**src/rtl/mem_arb_pkg.sv**
```systemverilog
// Shared definitions for the two-client RAM arbiter.
//   ADD_WIDTH_DEF / DATA_WIDTH_DEF : default RAM address / data widths
//   REQ0 / REQ1                    : requester ids used by the read tracker and pointer
package mem_arb_pkg;

    localparam int unsigned ADD_WIDTH_DEF  = 6;
    localparam int unsigned DATA_WIDTH_DEF = 4;

    localparam logic REQ0 = 1'b0;
    localparam logic REQ1 = 1'b1;

endpackage

```
**src/rtl/rr_arb2.sv**
```systemverilog
// Combinational two-way round-robin picker.
//   i_elig  : eligible vector, bit k = client k may be granted this cycle
//   i_last  : id of the client granted most recently
//   o_win   : one-hot winner (all zero when nobody is eligible)
//   o_valid : a winner exists
module rr_arb2
    import mem_arb_pkg::*;
(
    input  logic [1:0] i_elig,
    input  logic       i_last,
    output logic [1:0] o_win,
    output logic       o_valid
);

    always_comb begin
        o_win = 2'b00;
        unique case (i_elig)
            2'b01:   o_win = 2'b01;
            2'b10:   o_win = 2'b10;
            // Tie: the client that was not granted last goes next.
            2'b11:   o_win = (i_last == REQ0) ? 2'b10 : 2'b01;
            default: o_win = 2'b00;
        endcase
    end

    assign o_valid = |i_elig;

endmodule

```
**src/rtl/mem_rr_arbiter.sv**
```systemverilog
// Round-robin arbiter sharing one single-port synchronous RAM between two clients.
//   i_clk, i_rst_n                      : clock, synchronous active-low reset
//   i_req*/i_we*/i_addr*/i_wdata*       : client commands (held until granted)
//   o_gnt*                              : one-cycle grant pulse
//   o_rvalid*/o_rdata*                  : read return, rdata valid only with rvalid
//   o_mem_read/o_mem_wr/o_mem_address/o_mem_data_write : registered RAM command pins
//   i_mem_out                           : RAM registered read data
module mem_rr_arbiter
    import mem_arb_pkg::*;
#(
    parameter int unsigned ADD_WIDTH  = ADD_WIDTH_DEF,
    parameter int unsigned DATA_WIDTH = DATA_WIDTH_DEF
) (
    input  logic                  i_clk,
    input  logic                  i_rst_n,
    input  logic                  i_req0,
    input  logic                  i_req1,
    input  logic                  i_we0,
    input  logic                  i_we1,
    input  logic [ADD_WIDTH-1:0]  i_addr0,
    input  logic [ADD_WIDTH-1:0]  i_addr1,
    input  logic [DATA_WIDTH-1:0] i_wdata0,
    input  logic [DATA_WIDTH-1:0] i_wdata1,
    output logic                  o_gnt0,
    output logic                  o_gnt1,
    output logic                  o_rvalid0,
    output logic                  o_rvalid1,
    output logic [DATA_WIDTH-1:0] o_rdata0,
    output logic [DATA_WIDTH-1:0] o_rdata1,
    output logic                  o_mem_read,
    output logic                  o_mem_wr,
    output logic [ADD_WIDTH-1:0]  o_mem_address,
    output logic [DATA_WIDTH-1:0] o_mem_data_write,
    input  logic [DATA_WIDTH-1:0] i_mem_out
);

    logic [1:0]            r_gnt;
    logic [1:0]            r_rvalid;
    logic                  r_mem_read;
    logic                  r_mem_wr;
    logic [ADD_WIDTH-1:0]  r_addr;
    logic [DATA_WIDTH-1:0] r_wdata;
    logic                  r_last;
    logic                  r_pend;
    logic                  r_pend_id;

    logic [1:0]            w_elig;
    logic [1:0]            w_win;
    logic                  w_valid;
    logic                  w_win_id;
    logic                  w_sel_we;
    logic [ADD_WIDTH-1:0]  w_sel_addr;
    logic [DATA_WIDTH-1:0] w_sel_wdata;

    // A client whose grant is showing this cycle already had its command accepted.
    assign w_elig = {i_req1 & ~r_gnt[1], i_req0 & ~r_gnt[0]};

    rr_arb2 u_rr_arb2 (
        .i_elig  (w_elig),
        .i_last  (r_last),
        .o_win   (w_win),
        .o_valid (w_valid)
    );

    assign w_win_id    = w_win[1] ? REQ1 : REQ0;
    assign w_sel_we    = (w_win_id == REQ1) ? i_we1    : i_we0;
    assign w_sel_addr  = (w_win_id == REQ1) ? i_addr1  : i_addr0;
    assign w_sel_wdata = (w_win_id == REQ1) ? i_wdata1 : i_wdata0;

    always_ff @(posedge i_clk) begin
        if (!i_rst_n) begin
            r_gnt      <= 2'b00;
            r_rvalid   <= 2'b00;
            r_mem_read <= 1'b0;
            r_mem_wr   <= 1'b0;
            r_addr     <= '0;
            r_wdata    <= '0;
            r_last     <= REQ1;
            r_pend     <= 1'b0;
            r_pend_id  <= REQ0;
        end else begin
            r_gnt      <= w_win;
            r_mem_read <= w_valid & ~w_sel_we;
            r_mem_wr   <= w_valid & w_sel_we;
            // The RAM returns data one cycle after the read strobe, so rvalid
            // trails the pending flag by one cycle.
            r_rvalid   <= {r_pend & (r_pend_id == REQ1), r_pend & (r_pend_id == REQ0)};
            r_pend     <= w_valid & ~w_sel_we;
            if (w_valid) begin
                r_pend_id <= w_win_id;
                r_last    <= w_win_id;
                r_addr    <= w_sel_addr;
                r_wdata   <= w_sel_wdata;
            end
        end
    end

    assign o_gnt0           = r_gnt[0];
    assign o_gnt1           = r_gnt[1];
    assign o_rvalid0        = r_rvalid[0];
    assign o_rvalid1        = r_rvalid[1];
    assign o_rdata0         = i_mem_out;
    assign o_rdata1         = i_mem_out;
    assign o_mem_read       = r_mem_read;
    assign o_mem_wr         = r_mem_wr;
    assign o_mem_address    = r_addr;
    assign o_mem_data_write = r_wdata;

endmodule

```
**config.mk**
```make
export PLATFORM = sky130hd
export DESIGN_NAME = mem_rr_arbiter
export DESIGN_NICKNAME = d
export VERILOG_FILES = /design/src/rtl/mem_arb_pkg.sv /design/src/rtl/rr_arb2.sv /design/src/rtl/mem_rr_arbiter.sv
export SDC_FILE = /design/constraint.sdc
export NUM_CORES = 1
export LEC_CHECK = 0
export CAP_MARGIN = 5
export CORE_MARGIN = 1
export CORE_UTILIZATION = 58
export CTS_CLUSTER_SIZE = 16
export DETAILED_ROUTE_END_ITERATION = 7
export DONT_BUFFER_PORTS = 1
export GPL_TIMING_DRIVEN = 0
export PLACE_DENSITY = 0.74
export SYNTH_ARGS = -nofsm -noshare
export SYNTH_HDL_FRONTEND = slang
export SYNTH_HIERARCHICAL = 1
export SYNTH_SLANG_ARGS = --single-unit
```
**constraint.sdc**
```tcl
create_clock -name i_clk -period 1.6 [get_ports i_clk]
set_input_delay 0.08 -clock i_clk [delete_from_list [all_inputs] [get_ports i_clk]]
set_output_delay 0.08 -clock i_clk [all_outputs]
set_load 0.02 [all_outputs]
```
# == After elaboration in Yosys (flattened, before gate mapping) ==
# Cells that the tools add are included.
# W data, S select, Z words.
# word_totals
register_bits,18
input_bits,30
word_cells,28
# op_classes
muxes,6
reduce_logical,1
n_bitwise,10
n_eq_ne,3
# ops
operator,n
$and A1 B1 Y1,6
$mux W6,1
$pmux W2 S3,1
$eq A2 B2 Y1 const B,2
$mux W4,1
$not A1 Y1,4
$eq A2 B1 Y1 const B,1
$mux W1,2
$mux W2,1
$reduce_or A2 Y1,1

# == Logic depth before layout (Yosys ltp) ==
# depth
depth_word,8
ltp_mapped,6
ltp_nobuf,4

# == Cells and area by module ==
# The synthesis kept the hierarchy.
# by_module_without_submodules
module,n_inst,area_each_um2,cells_each,seq_area_each_um2
mem_rr_arbiter,1,762.0,77,360.3
rr_arb2,1,25.0,4,0.0

# == Worst setup path before layout ==
# No wires, ideal clock.
# synth_path
path_kind,reg2reg
from,register r_gnt[1]
to,register r_addr[0] (netlist: o_mem_address[0])
path_stages_with_launch,7
setup_ns,0.122
arrival_time_ns,1.211
t_required_ns,1.478
slack_ns,0.268
path_cell_list,dfxtp_1 > nor2b_1 > a21boi_1 > buf_6 > buf_12 > mux2i_1 > a21oi_1
# synth_between
elab_chain_len,6
# synth_lines
element,line_no,source
start: declaration,mem_rr_arbiter.sv:37,logic [1:0] r_gnt;
start signal: assignment,mem_rr_arbiter.sv:82,r_gnt <= w_win;
$not A1 Y1 *,mem_rr_arbiter.sv:56,"assign w_elig = {i_req1 & ~r_gnt[1], i_req0 & ~r_gnt[0]};"
$and A1 B1 Y1 *,mem_rr_arbiter.sv:56,
named net w_elig[1],mem_rr_arbiter.sv:47,logic [1:0] w_elig;
$eq A2 B2 Y1 / $eq A2 B1 Y1 (equally long branches),rr_arb2.sv:17,unique case (i_elig)
$pmux W2 S3 *,rr_arb2.sv:17,
named net w_win[1],mem_rr_arbiter.sv:48,logic [1:0] w_win;
$mux W1 *,mem_rr_arbiter.sv:65,assign w_win_id = w_win[1] ? REQ1 : REQ0;
$mux W6 *,mem_rr_arbiter.sv:67,assign w_sel_addr = (w_win_id == REQ1) ? i_addr1 : i_addr0;
end signal: assignment,mem_rr_arbiter.sv:92,r_addr <= w_sel_addr;
end: declaration,mem_rr_arbiter.sv:41,logic [ADD_WIDTH-1:0] r_addr;
# The timed path passes the listed nets; every way through them passes the cells marked *.
# A chain may end at the register's enable or synchronous reset.

# == Worst setup path after layout ==
# layout_path
from,register r_gnt[1]
to,register r_wdata[0] (netlist: o_mem_data_write[0])
# layout_between
elab_chain_len,6
# layout_lines
element,line_no,source
$not A1 Y1 *,mem_rr_arbiter.sv:56,
$and A1 B1 Y1 *,mem_rr_arbiter.sv:56,
named net w_elig[1],mem_rr_arbiter.sv:47,
$eq A2 B2 Y1 / $eq A2 B1 Y1 (equally long branches),rr_arb2.sv:17,
$pmux W2 S3 *,rr_arb2.sv:17,
named net w_win[1],mem_rr_arbiter.sv:48,
$mux W1 *,mem_rr_arbiter.sv:65,
$mux W4 *,mem_rr_arbiter.sv:68,assign w_sel_wdata = (w_win_id == REQ1) ? i_wdata1 : i_wdata0;
end signal: assignment,mem_rr_arbiter.sv:93,r_wdata <= w_sel_wdata;
end: declaration,mem_rr_arbiter.sv:42,logic [DATA_WIDTH-1:0] r_wdata;
# Marks and branches as above.

==> qor.yml <==
power_uw: 987.0
layout_commonest_cell: "sky130_fd_sc_hd__dlygate4sd3_1"
maxCapViolations: 0
floorplan.rows: 12
dieHeight_um: 38.84
preCtsSetupSlack_ps: 120.0
report.final.hold_viol_count: 0
data_required_critical_path_ps: 1780
slew_limit_fails: 0
fin_skew_ps: 1.361
wl_per_cell_um: 16.71
synthesis.area_per_instance_um2: 9.716
worstSetupPathType: "reg2reg"
routed-via-count: 698
cell_area_synth_um2: 787.0
finish.net_count: 137
netlist_instances: 81
hold_path_class: "in2reg"
place_congestion: 0.7037
status: "finished clean"
setup_viol_count_final: 0
design.die.area_um2: 1508
sequential_share_of_the_synthesized_area: 0.4579
total_clock_buffers_created_by_cts: 3
core_area_um2: 1186
drt_pre_antenna_iters: 4
grt_first_pass_wirelength_um: 3022
die_width_um: 38.84
n_fill_cell: 51
port_buffers: 0
insertion_delay_ps: 290
cts_sinks: 18
syn_nets: 111
maxClockFrequency_mhz: 658.8
pin_count: 54
critical_path.max_fanout: 10
worst-endpoint-arrival_ps: 1690
final_core_util: 0.8787
cp_endpoint_kind: "flop"
grt_pass1_vias: 648
power_leakage_nw: 0.4507
grt_start_max_net_pins: 11
timing.final.crit_share: 0.9487
grt_overflow_total: 0
tritoncts: "yes"
remaining_antenna_violation_count: 0
ys.warnings.count: 6
cts.path.max_buffers: 2
routed_via_density: 5.866
root_buffer_selected_by_cts: "sky130_fd_sc_hd__clkbuf_4"
routed_wirelength_um: 1989
worst_slack_ps: 82.06
r2r.worst_path.cells: 6
antenna_cells: 0
cts.htree.levels: 1
clk_pin_slew_ps: 100
drive_gt1_frac: 0.1810
slew_headroom: 0.8134
flow.area_growth_from_synthesis_pct: 32.43
post_dp_cell_area_um2: 804.5
antenna_found_initial: 0
start_util: 0.6635
total_track_usage: 0.3108
post_synth_cell_types: 20
worstMarginPinSlew_ps: 279.5
post-route-cell-area_um2: 1042
ys_seq_elements: 18
finalCriticalPeriod_ps: 1518
postCtsSetupBuffers: 0
vdd.ir_drop.worst_mv: 0.8027
fin_setup_tns_ps: 0
power_density_nw_per_um2: 947.0
layout.cells.most_common_list: "sky130_fd_sc_hd__dlygate4sd3_1 (21), sky130_fd_sc_hd__dfxtp_1 (18), sky130_fd_sc_hd__mux2i_1 (11)"
drt_drc_violations_left: 0
worst_hold_path.num_cells: 2
drt_iter0_drc: 13
crit_path_start_kind: "flop"
place_hpwl_um: 1015
metrics by stage:
step           instances  hold WS [ps]
3_5_place_dp          95         224.3
4_1_cts              117         1.154
2_1_floorplan         81         218.4
6_report             119         15.66
5_1_grt              119         18.55
3_3_place_gp          95         222.6
final cells by class:
class                   count  area [um2]  share of cell area
flip-flops and latches     18       360.3              0.3457
multi-input cells          49       319.1              0.3061
repair buffers             21       210.2              0.2017
plain buffers              13       108.9              0.1044
clock buffers               3       22.52             0.02161
well taps                  14       17.52             0.01681
inverters                   1       3.754            0.003601
per-layer routing:
layer  global-route usage  up-vias  wire length [um]
li1                     -      319                 -
met1               0.3453      328               787
met2               0.5083       45              1015
met3               0.1272        6               151
met4               0.1466        0                36
met5                    0        -                 0
power by group:
part,switching (mW),internal (mW),total [mW]
Sequential,0.0676,0.487,0.554
Combinational,0.0990,0.111,0.210
Clock,0.135,0.0877,0.223
final timing paths:
| kind | start | end | slack (ps) |
|---|---|---|---|
| worst max-delay path | r_gnt[1] | o_mem_data_write[0] | 80 |
| worst min-delay path | i_addr0[5] | o_mem_address[5] | 20 |
| worst max register to register | r_gnt[1] | o_mem_data_write[0] | 80 |
| worst min register to register | r_pend_id | r_rvalid[0] | 440 |
critical path, stage by stage (launching register included):
cell,delay (ps)
sky130_fd_sc_hd__dfxtp_1,390
sky130_fd_sc_hd__nor2b_2,180
sky130_fd_sc_hd__a21boi_1,210
sky130_fd_sc_hd__buf_6,150
sky130_fd_sc_hd__buf_12,140
sky130_fd_sc_hd__mux2i_1,220
sky130_fd_sc_hd__a21oi_1,110
flip-flops by register name (all words and copies together), names as in the netlist:
register	cells
o_mem_address	6
o_mem_data_write	4
r_gnt	2
r_rvalid	2
o_mem_wr	1
r_last	1
r_pend	1
r_pend_id	1
kinds of logic after synthesis:
group / after synthesis / synth area share
AO/OA/AOI/OAI: 23 / 0.1558
flip-flops: 18 / 0.4579
AND/OR/NAND/NOR: 15 / 0.1033
buffers and inverters: 14 / 0.1431
multiplexers: 11 / 0.1399
cell usage after synthesis (all sizes together):
library cell / count / area, um2
a21boi: 3 / 22.52
a21oi: 10 / 50.05
and2: 2 / 13.77
and3: 2 / 12.51
buf: 13 / 108.9
dfxtp: 18 / 360.4
inv: 1 / 3.750
mux2i: 11 / 110.1
nand2: 3 / 11.26
nand2b: 2 / 12.51
nand3: 1 / 5.000
nor2: 2 / 7.510
nor2b: 2 / 12.51
o21ai: 10 / 50.04
or2: 1 / 6.260
repair_timing:
item	CTS	global route
gates resized for setup	0	2
setup endpoints to repair	0	4
hold buffers	19	2
hold endpoints to repair	13	1
No activity file was read; power rests on OpenSTA's default activity.
